## src/rtl/node_packet_tx.sv

```systemverilog
// node_packet_tx
//   Transmit-side packetiser for a node's photonic interface. Words are
//   buffered FIFO-style while idle; a start request for a valid destination
//   raises tx_req, and on grant the block emits one control packet
//   {dest, word_count}, one idle cycle, then one {node_id, word} data packet
//   per cycle, followed by a one-cycle done pulse.
//
// Ports
//   clk               system clock, rising edge
//   rst               asynchronous active-low reset
//   node_id[15:0]     this node's ID (upper half of each data packet)
//   max_node[15:0]    number of nodes; valid destinations are 0..max_node-1
//   wr_en, wr_data    buffer write (accepted when wr_ready)
//   wr_ready          IDLE and buffer not full
//   start, dest_node  send request and destination (sampled on accept)
//   tx_grant, tx_req  channel arbitration handshake
//   control_tx_packet registered control packet, 0 otherwise
//   data_tx_packet    registered data packet, 0 otherwise
//   busy              any state other than IDLE
//   done              pulse after the last data packet
//   err               pulse when start is rejected for a bad destination
module node_packet_tx #(
  parameter int unsigned DEPTH = 8,
  parameter int unsigned CNT_W = $clog2(DEPTH) + 1
) (
  input  logic        clk,
  input  logic        rst,
  input  logic [15:0] node_id,
  input  logic [15:0] max_node,
  input  logic        wr_en,
  input  logic [15:0] wr_data,
  output logic        wr_ready,
  input  logic        start,
  input  logic [15:0] dest_node,
  input  logic        tx_grant,
  output logic        tx_req,
  output logic [31:0] control_tx_packet,
  output logic [31:0] data_tx_packet,
  output logic        busy,
  output logic        done,
  output logic        err
);

  localparam int unsigned PTR_W = $clog2(DEPTH);

  typedef enum logic [2:0] {
    S_IDLE,
    S_REQ,
    S_CTRL,
    S_GAP,
    S_DATA,
    S_DONE
  } state_t;

  state_t             state_q, state_d;
  logic [15:0]        mem_q [DEPTH];
  logic [PTR_W-1:0]   wr_ptr_q, rd_ptr_q;
  logic [CNT_W-1:0]   count_q;
  logic [15:0]        dest_q;
  logic [31:0]        ctrl_q, data_q;
  logic               done_q, err_q;

  logic               wr_accept;
  logic [CNT_W-1:0]   cnt_eff;
  logic               dest_bad;
  logic               launch, flush;

  assign wr_ready  = (state_q == S_IDLE) && (count_q != CNT_W'(DEPTH));
  assign wr_accept = wr_en && wr_ready;
  // A write in the same cycle as start is counted in the transfer.
  assign cnt_eff   = count_q + CNT_W'(wr_accept);
  assign dest_bad  = (dest_node >= max_node) || (dest_node == node_id);

  assign tx_req            = (state_q == S_REQ);
  assign busy              = (state_q != S_IDLE);
  assign control_tx_packet = ctrl_q;
  assign data_tx_packet    = data_q;
  assign done              = done_q;
  assign err               = err_q;

  always_comb begin
    state_d = state_q;
    launch  = 1'b0;
    flush   = 1'b0;
    unique case (state_q)
      S_IDLE: begin
        if (start && (cnt_eff != '0)) begin
          if (dest_bad) begin
            flush = 1'b1;
          end else begin
            launch  = 1'b1;
            state_d = S_REQ;
          end
        end
      end
      S_REQ:   if (tx_grant) state_d = S_CTRL;
      S_CTRL:  state_d = S_GAP;
      S_GAP:   state_d = S_DATA;
      // count_q holds the words still to send while in DATA.
      S_DATA:  if (count_q == CNT_W'(1)) state_d = S_DONE;
      S_DONE:  state_d = S_IDLE;
      default: state_d = S_IDLE;
    endcase
  end

  always_ff @(posedge clk or negedge rst) begin
    if (!rst) state_q <= S_IDLE;
    else      state_q <= state_d;
  end

  // Buffer storage needs no reset; occupancy is tracked by the pointers.
  always_ff @(posedge clk) begin
    if (wr_accept) mem_q[wr_ptr_q] <= wr_data;
  end

  always_ff @(posedge clk or negedge rst) begin
    if (!rst) begin
      wr_ptr_q <= '0;
      rd_ptr_q <= '0;
      count_q  <= '0;
      dest_q   <= '0;
      ctrl_q   <= '0;
      data_q   <= '0;
      done_q   <= 1'b0;
      err_q    <= 1'b0;
    end else begin
      if (wr_accept) wr_ptr_q <= wr_ptr_q + PTR_W'(1);
      if (state_q == S_DATA) rd_ptr_q <= rd_ptr_q + PTR_W'(1);

      if (flush) begin
        count_q  <= '0;
        wr_ptr_q <= '0;
        rd_ptr_q <= '0;
      end else if (launch) begin
        count_q <= cnt_eff;
      end else if (wr_accept) begin
        count_q <= count_q + CNT_W'(1);
      end else if (state_q == S_DATA) begin
        count_q <= count_q - CNT_W'(1);
      end

      if (launch) dest_q <= dest_node;

      // Outputs are registered from the current state, so each packet
      // appears one edge after its state is entered.
      ctrl_q <= (state_q == S_CTRL) ? {dest_q, 16'(count_q)} : '0;
      data_q <= (state_q == S_DATA) ? {node_id, mem_q[rd_ptr_q]} : '0;
      done_q <= (state_q == S_DONE);
      err_q  <= flush;
    end
  end

endmodule

```

## config.mk

```make
export PLATFORM = sky130hd
export DESIGN_NAME = node_packet_tx
export DESIGN_NICKNAME = d
export VERILOG_FILES = /design/src/rtl/node_packet_tx.sv
export SDC_FILE = /design/constraint.sdc
export NUM_CORES = 1
export LEC_CHECK = 0
export CAP_MARGIN = 15
export CORE_ASPECT_RATIO = 0.75
export CORE_MARGIN = 1.5
export CORE_UTILIZATION = 55
export CTS_CLUSTER_DIAMETER = 150
export CTS_CLUSTER_SIZE = 20
export DETAILED_ROUTE_END_ITERATION = 6
export HOLD_SLACK_MARGIN = 0.05
export PLACE_DENSITY = 0.82
export SYNTH_ARGS = -nofsm -noshare
export SYNTH_HDL_FRONTEND = slang
export SYNTH_SLANG_ARGS = --single-unit
```

## constraint.sdc

```tcl
create_clock -name clk -period 9.55 [get_ports clk]
set_input_delay 0.955 -clock clk [delete_from_list [all_inputs] [get_ports clk]]
set_output_delay 0.955 -clock clk [all_outputs]
set_load 0.02 [all_outputs]
```

==> metrics.md <==
| Metric | Value |
|---|---|
| Run status | complete, no violations |
| Hold Worst Slack | 398.2 ps |
| R2R cell count | 13 |
| Clock tree buffer depth | 3 |
| GPL Wtd Cong | approximately 0.9 |
| Post-route setup TNS | 0 ps |
| Pleak | 0.004033 µW |
| Global-route wire length before repair | 27920 µm |
| Syn Area/Cell | between 15 and 20 µm² |
| Most frequent cells in the layout | edfxtp_1 (128), clkdlybuf4s50_1 (124), dfrtp_1 (82) |
| Max-cap violations | 0 |
| Worst VDD drop | approximately 0.24 mV |
| Cells along the critical path | inv_1 -> ha_1 -> nand2_1 -> o21a_1 -> nand2_2 -> inv_2 -> ha_1 -> ha_1 -> xor2_1 -> a2111oi_4 -> nand3b_4 -> nor2_4 -> mux2_2 |
| Final Max Slew Viols | 0 |
| R2R Path End | dest_q[5] |
| Total track usage | about 22% |
| TritonCTS clock tree | yes |
| Rows | 39 |
| IO Count | approximately 140 |
| Layout Nets | 749 |
| RSZ-0062 raised after global routing | false |
| Crit-path max FO | 18 |
| CP Capture Type | register |
| Crit path DAT | 4150 ps |
| Initial antenna violation count | 0 |
| Net Sw Power | between 700 and 800 µW |
| Synth Cell Area | just under 9000 µm² |
| Place WS | approximately 5500 ps |
| Initial Util | between 50% and 60% |
| Die Ht | approximately 110 µm |
| Post-synthesis sequential area ratio | between 60% and 70% |
| Fin cells | ~870 |
| Critical Path Most Common Cell | ha_1 |
| Worst setup margin | 5751 ps |
| Clock Latency Late Sink | 470 ps |
| H-tree levels | 1 |
| Post-synth top flop | edfxtp_1 |
| Via density | 5.607 |
| Part of the power in registers | approximately 47% |
| Die W | roughly 150 µm |
| DR DRC count | 0 |
| Final Cycle Share | around two fifths |
| Final Critical Period | 3799 ps |
| Sw Ratio | 30.61% |
| Drt first pass iters | 4 |
| Cell count after synthesis | 528 |
| Crit path required time | just under 10000 ps |
| Die area | 16600 µm² |
| Critical Path Start Type | register |
| Pwr/cell area | 243.1 nW/µm² |
| CTS sink count | ~210 |
| Core area | 15370 µm² |
| Cell-internal power | ~1800 µW |
| Vias | 4861 |
| Hold Path Class | input port to async pin |
| IO Port Bufs | between 100 and 150 |
| Final WL | approximately 18000 µm |
| Antenna fix cells | 0 |
| Worst-margin pin slew | roughly 1100 ps |
| Grt ovf | 0 |
| Setup Skew | roughly 13 ps |
| RR Startpoint | count_q[1] |
| Cells resized by post-CTS repair | 0 |
| Clock-pin slew on the worst setup and hold paths | approximately 80 ps |
| Post-synth EDFFs | between 100 and 150 |
| Critical path class | register to register |
| Yosys warnings | 0 |
| Drt wl/cell | ~20 µm |
| Slowest CP cell | dfrtp_1 |
| Cells after DPL | between 800 and 900 |
| Combinational power share | 30.5% |
| Share of cells above drive strength 1 | a little over an eighth |
| Hold_buf cts | 0 |
| Max-slew headroom | a little under a quarter |
| Setup Buffers After CTS | 0 |
| Vias in the first global route | roughly 5000 |
| Delay-heaviest family, CP | simple AND/OR/NAND/NOR gates |
| Post-route ant nets | 0 |
| Initial detailed-routing violation count | 314 |
| Cts bufs inserted | 14 |
| CTS root buf | clkbuf_16 |
| Async S/R FF share, synth | roughly 39% |
| Netlist cell types | 55 |
| Tot Pwr | around 2600 µW |
| #FFs+latches synth | between 200 and 250 |
| Final HPWL DP | between 10000 and 15000 µm |
| CP bufs+invs | 2 |
| Largest net degree at the start of global routing | 84 |
| Reg-to-reg slack, setup | 5750 ps |
| FMAX | about 0.26 GHz |
| Area Overhead vs Synth | 21.89% |
| Endpoints failing setup | 0 |
| Crit-path max cell delay | around 540 ps |
| Clock share of power | between 20% and 30% |
| Final Hold Vio Count | 0 |
| Most common cell after layout, fill and taps aside | edfxtp_1 |
==> Yosys cell counts, types with 2 or more instances <==
| cell type | count | share of area [%] |
|---|---|---|
| mux2i_1 | 16 | 1.8 |
| nand4_1 | 6 | 0.43 |
| xor2_1 | 19 | 1.9 |
| nor3_1 | 13 | 0.75 |
| buf_4 | 14 | 1.2 |
| a21oi_1 | 10 | 0.57 |
| o22ai_1 | 2 | 0.14 |
| nand3_1 | 2 | 0.11 |
| and2_1 | 34 | 2.4 |
| a22o_1 | 2 | 0.20 |
| edfxtp_1 | 128 | 44 |
| dfrtp_1 | 83 | 24 |
| nand2b_1 | 5 | 0.36 |
| nand2_1 | 13 | 0.56 |
| mux2_4 | 8 | 1.4 |
| clkbuf_1 | 11 | 0.47 |
| nor2_1 | 30 | 1.3 |
| nor4_1 | 5 | 0.36 |
| nor2b_1 | 2 | 0.14 |
| o21ai_0 | 3 | 0.17 |
| mux2_2 | 8 | 1.0 |
| a31oi_1 | 2 | 0.14 |
| ha_1 | 25 | 3.6 |
| inv_1 | 21 | 0.91 |
| mux4_2 | 32 | 8.3 |
| a21o_1 | 2 | 0.17 |
| xnor2_1 | 2 | 0.20 |
| buf_2 | 3 | 0.17 |
==> logic make-up after synthesis <==
group | count (synthesis) | share of synthesized area [%]
adder cells (fa/ha/maj) | 25 | 3.593
flip-flops | 211 | 68.01
buffers and inverters | 52 | 2.975
AND/OR/NAND/NOR | 120 | 7.790
other | 1 | 0.04307
XOR/XNOR | 21 | 2.113
multiplexers | 64 | 12.53
AO/OA/AOI/OAI | 34 | 2.946
==> metal layers <==
layer	track usage [%]	vias to the layer above	part of all wire, %
li1	-	2185	-
met1	31.91	2491	44
met2	35.23	155	49
met3	3.893	30	4.9
met4	6.403	0	2.2
met5	0	-	0
==> worst max path at each step <==
stage	startpoint	end	slack (ps)	depth (start not counted)
after detailed placement	wr_en	dest_q[6]	5520	10
after global routing	count_q[1]	dest_q[5]	5450	13
after global placement	wr_en	dest_q[5]	5670	10
after floorplan	count_q[1]	mem_q[0][0]	6300	6
final	count_q[1]	dest_q[5]	5750	13
after CTS	count_q[1]	dest_q[7]	5790	13
==> sequential cells by signal, indices dropped and copies added, names as in the netlist <==
signal             cells
control_tx_packet     20
count_q                4
data_tx_packet        32
dest_q                16
done                   1
err                    1
mem_q                128
rd_ptr_q               3
state_q                3
wr_ptr_q               3
==> metrics by stage <==
step,area (µm²),util (%)
after floorplan,8747,-
after global placement,10170,66.17
after detailed placement,10170,66.17
after CTS,10580,68.86
after global routing,10610,69.04
final,10610,69.04
==> layout make-up <==
class,instances,area [µm²]
clock inverter,1,11.26
sequential,211,5922
fill,984,4760
multi-input combinational,276,2631
tap,205,256.5
clock buffer,22,401.6
inverter,22,82.58
timing repair buffer,130,1306
==> power by group through the flow <==
stage / clock network (µW) / logic (µW) / registers, µW
after floorplan: 0 / 526 / 1220
after global placement: 0 / 766 / 1220
after detailed placement: 0 / 786 / 1230
after CTS: 594 / 791 / 1210
after global routing: 621 / 854 / 1230
final: 581 / 786 / 1210
Note: power is estimated with default switching activity, not from simulation.
==> variant (config.mk and constraints unchanged) <==
Change the parameter `DEPTH` from 8 to 4.
--- a/src/rtl/node_packet_tx.sv
+++ b/src/rtl/node_packet_tx.sv
@@ -20,7 +20,7 @@
 //   done              pulse after the last data packet
 //   err               pulse when start is rejected for a bad destination
 module node_packet_tx #(
-  parameter int unsigned DEPTH = 8,
+  parameter int unsigned DEPTH = 4,
   parameter int unsigned CNT_W = $clog2(DEPTH) + 1
 ) (
   input  logic        clk,
Function: changed (a bounded check fails within 10 cycles, from zero or initial values and one cycle with rst low).
==> variant against the original RTL <==
Global-route usage is 0.53 points higher. Critical path depth is 2 lower. Worst setup slack better by 0.27 ns. Cell area is 25% lower. Wire length is 30% lower. Die area is 30% lower. First-iteration DRC count is 47% lower. Power is 22% lower. Core utilization is 6.3 points higher. Synthesized area is 31% lower. Sequential cell count is 68 lower. Critical path type is now input port to register. Critical endpoint is now dest_q[4]$_DFFE_PN0P_. Highest routed layer unchanged.
==> variant: results (changes against the original RTL) <==
| Metric | Value |
|---|---|
| Worst EP arrival | 3.82 ns (-0.33 ns) |
| Commonest register cell after synthesis | dfrtp_1 |
| Global-route wire length before repair | 19.0 mm (-32%) |
| Number of enable flip-flop cells after synthesis | 64 (-50%) |
| Via count of the first global-routing pass | 3705 (-26%) |
| Path category of the worst min-delay check | register to register |
| Largest net degree at the start of global routing | 80 (-4.8%) |
| Maximum single-stage delay on the critical path | 0.40 ns (-0.14 ns) |
| Detailed placer's ending HPWL | 8.40 mm (-28%) |
| Largest register FFs | 64 (-50%) |
| Total number of H-tree levels | 4 (+3) |
| Worst-path fanout max | 17 (-1) |
| Filler Cells Inserted | 651 (-34%) |
| Number of antenna violations at the first check in global routing | 0 (unchanged) |
| Proportion of layout cells with a drive suffix above 1 | 13.2% (-0.56 points) |
| Clock root buffer master | clkbuf_16 |
| Metal-1 WL | 5.44 mm (-30%) |
| Final setup skew | 0.00560 ns (-0.00772 ns) |
| Worst hold path endpoint | control_tx_packet[30]$_DFF_PN0_ |
| Gp weighted congestion | 0.865 (-3.1%) |
| Hold Path Cell Cnt | 1 |
| Max VDD drop | 0.000181 V (-26%) |
| Cell family with the largest share of critical-path delay | buffers and inverters |
| Worst slew pin tran | 1.03 ns (-0.112 ns) |
| Met3 Wirelength | 731 µm (-15%) |
| Buffers inserted during post-CTS setup optimization | 0 (unchanged) |
| Total of warnings raised by yosys | 0 (unchanged) |
| Startpoint of the worst hold path | dest_q[14]$_DFFE_PN0P_ |
| Number of buffers created by CTS | 17 (+3) |
| Met2 routed WL | 5.95 mm (-31%) |
| Worst-case clock buffer depth | 2 (-1) |
| Violation count after the first detailed-route iteration | 166 (-47%) |
| Total routing usage reported by global routing | 22.7% (+0.53 points) |
| Port bufs | 124 (-0.80%) |
| Capturing point of the worst reg2reg path | dest_q[4]$_DFFE_PN0P_ |
| Clock latency of the later-clocked register in the worst-skew pair | 0.41 ns (-0.06 ns) |
| Share of synthesized flip-flops with an asynchronous set or reset | 55.2% (+16 points) |
| Unique cell type count in the Yosys netlist | 42 (-24%) |
| Launch point of the worst reg-to-reg path | count_q[0]$_DFFE_PN0P_ |
| Static power due to leakage | 3.31 nW (-18%) |
| Area contributors post-synth | dfrtp_1 (33%), edfxtp_1 (32%), mux4_2 (6.0%) |
| Slowest stage cell, crit path | clkdlybuf4s50_1 |
| Most instantiated cells after synthesis | dfrtp_1 (79), edfxtp_1 (64), and2_1 (53) |
| Per-cell via count in the routed design | 5.23 (-6.7%) |
| Most flops, register | mem_q |
| Post-synthesis sequential area ratio | 64.4% (-3.6 points) |
| Routed wire per std cell | 18.1 µm (-11%) |
| Number of nets at the end of the flow | 630 (-16%) |
| R2R setup slack | 6.06 ns (+0.31 ns) |
| First-pass detailed-route iteration total | 4 (unchanged) |
| Outcome | finished, final reports clean |
| Final worst hold slack | 0.478 ns (+0.0795 ns) |
| Register clock-pin slew on the reported worst setup and hold paths | 0.06 ns (-0.02 ns) |
## variant: changes by cell type in the layout (fill, tap and decap cells not counted), moves of 6 or more
cell,delta
mux4_2,-16
edfxtp_1,-64
nor2_1,-17
clkinvlp_4,+6
clkbuf_1,-7
mux2i_1,-15
and2_1,+19
## variant: layer usage
layer | vias to the layer above | track usage (%)
li1 | 1654 | -
met1 | 1777 | 30.5
met2 | 121 | 35.9
met3 | 14 | 5.16
met4 | 0 | 9.56
met5 | - | 0
## variant: how the worst max path moves through the flow
stage	to	cells after the start	slack, ns	startpoint
3_5_place_dp	dest_q[4]$_DFFE_PN0P_	11	5.58	wr_en
4_1_cts	dest_q[4]$_DFFE_PN0P_	11	6.02	wr_en
3_3_place_gp	dest_q[7]$_DFFE_PN0P_	11	5.81	wr_en
5_1_grt	dest_q[3]$_DFFE_PN0P_	13	5.79	count_q[0]$_DFFE_PN0P_
6_report	dest_q[4]$_DFFE_PN0P_	11	6.02	wr_en
2_1_floorplan	dest_q[0]$_DFFE_PN0P_	11	6.44	wr_en
## variant: power by group
group | switching (mW) | internal [mW] | total, mW
logic | 0.277 | 0.299 | 0.576
registers | 0.0848 | 0.767 | 0.852
clock network | 0.250 | 0.328 | 0.578
## variant: cell type report
| class | count | share of cell area (%) |
|---|---|---|
| clock inverter | 15 | 1.23 |
| timing repair buffer | 126 | 16.1 |
| tap | 136 | 2.15 |
| inverter | 24 | 1.14 |
| sequential | 143 | 49.3 |
| clock buffer | 17 | 5.38 |
| multi-input combinational | 221 | 24.7 |
## variant: logic make-up (layout without fill, tap and decap cells)
logic type / count (synthesis) / after routing / share of synthesized area (%)
mux: 33 / 33 / 9.66
simple gates: 100 / 100 / 10.1
compound gates: 26 / 26 / 2.79
fa+ha+maj: 28 / 28 / 5.79
other cells: 1 / 13 / 0.0620
buf+inv: 48 / 182 / 4.12
xor+xnor: 21 / 21 / 3.04
flops: 143 / 143 / 64.4
## variant: metrics by stage
stage               instance area [µm²]  cells  setup slack (ns)
floorplan                          6090    412              6.44
global placement                   7360    649              5.81
detailed placement                 7360    649              5.58
CTS                                7880    681              6.02
global route                       7910    682              5.79
finish                             7910    682              6.02
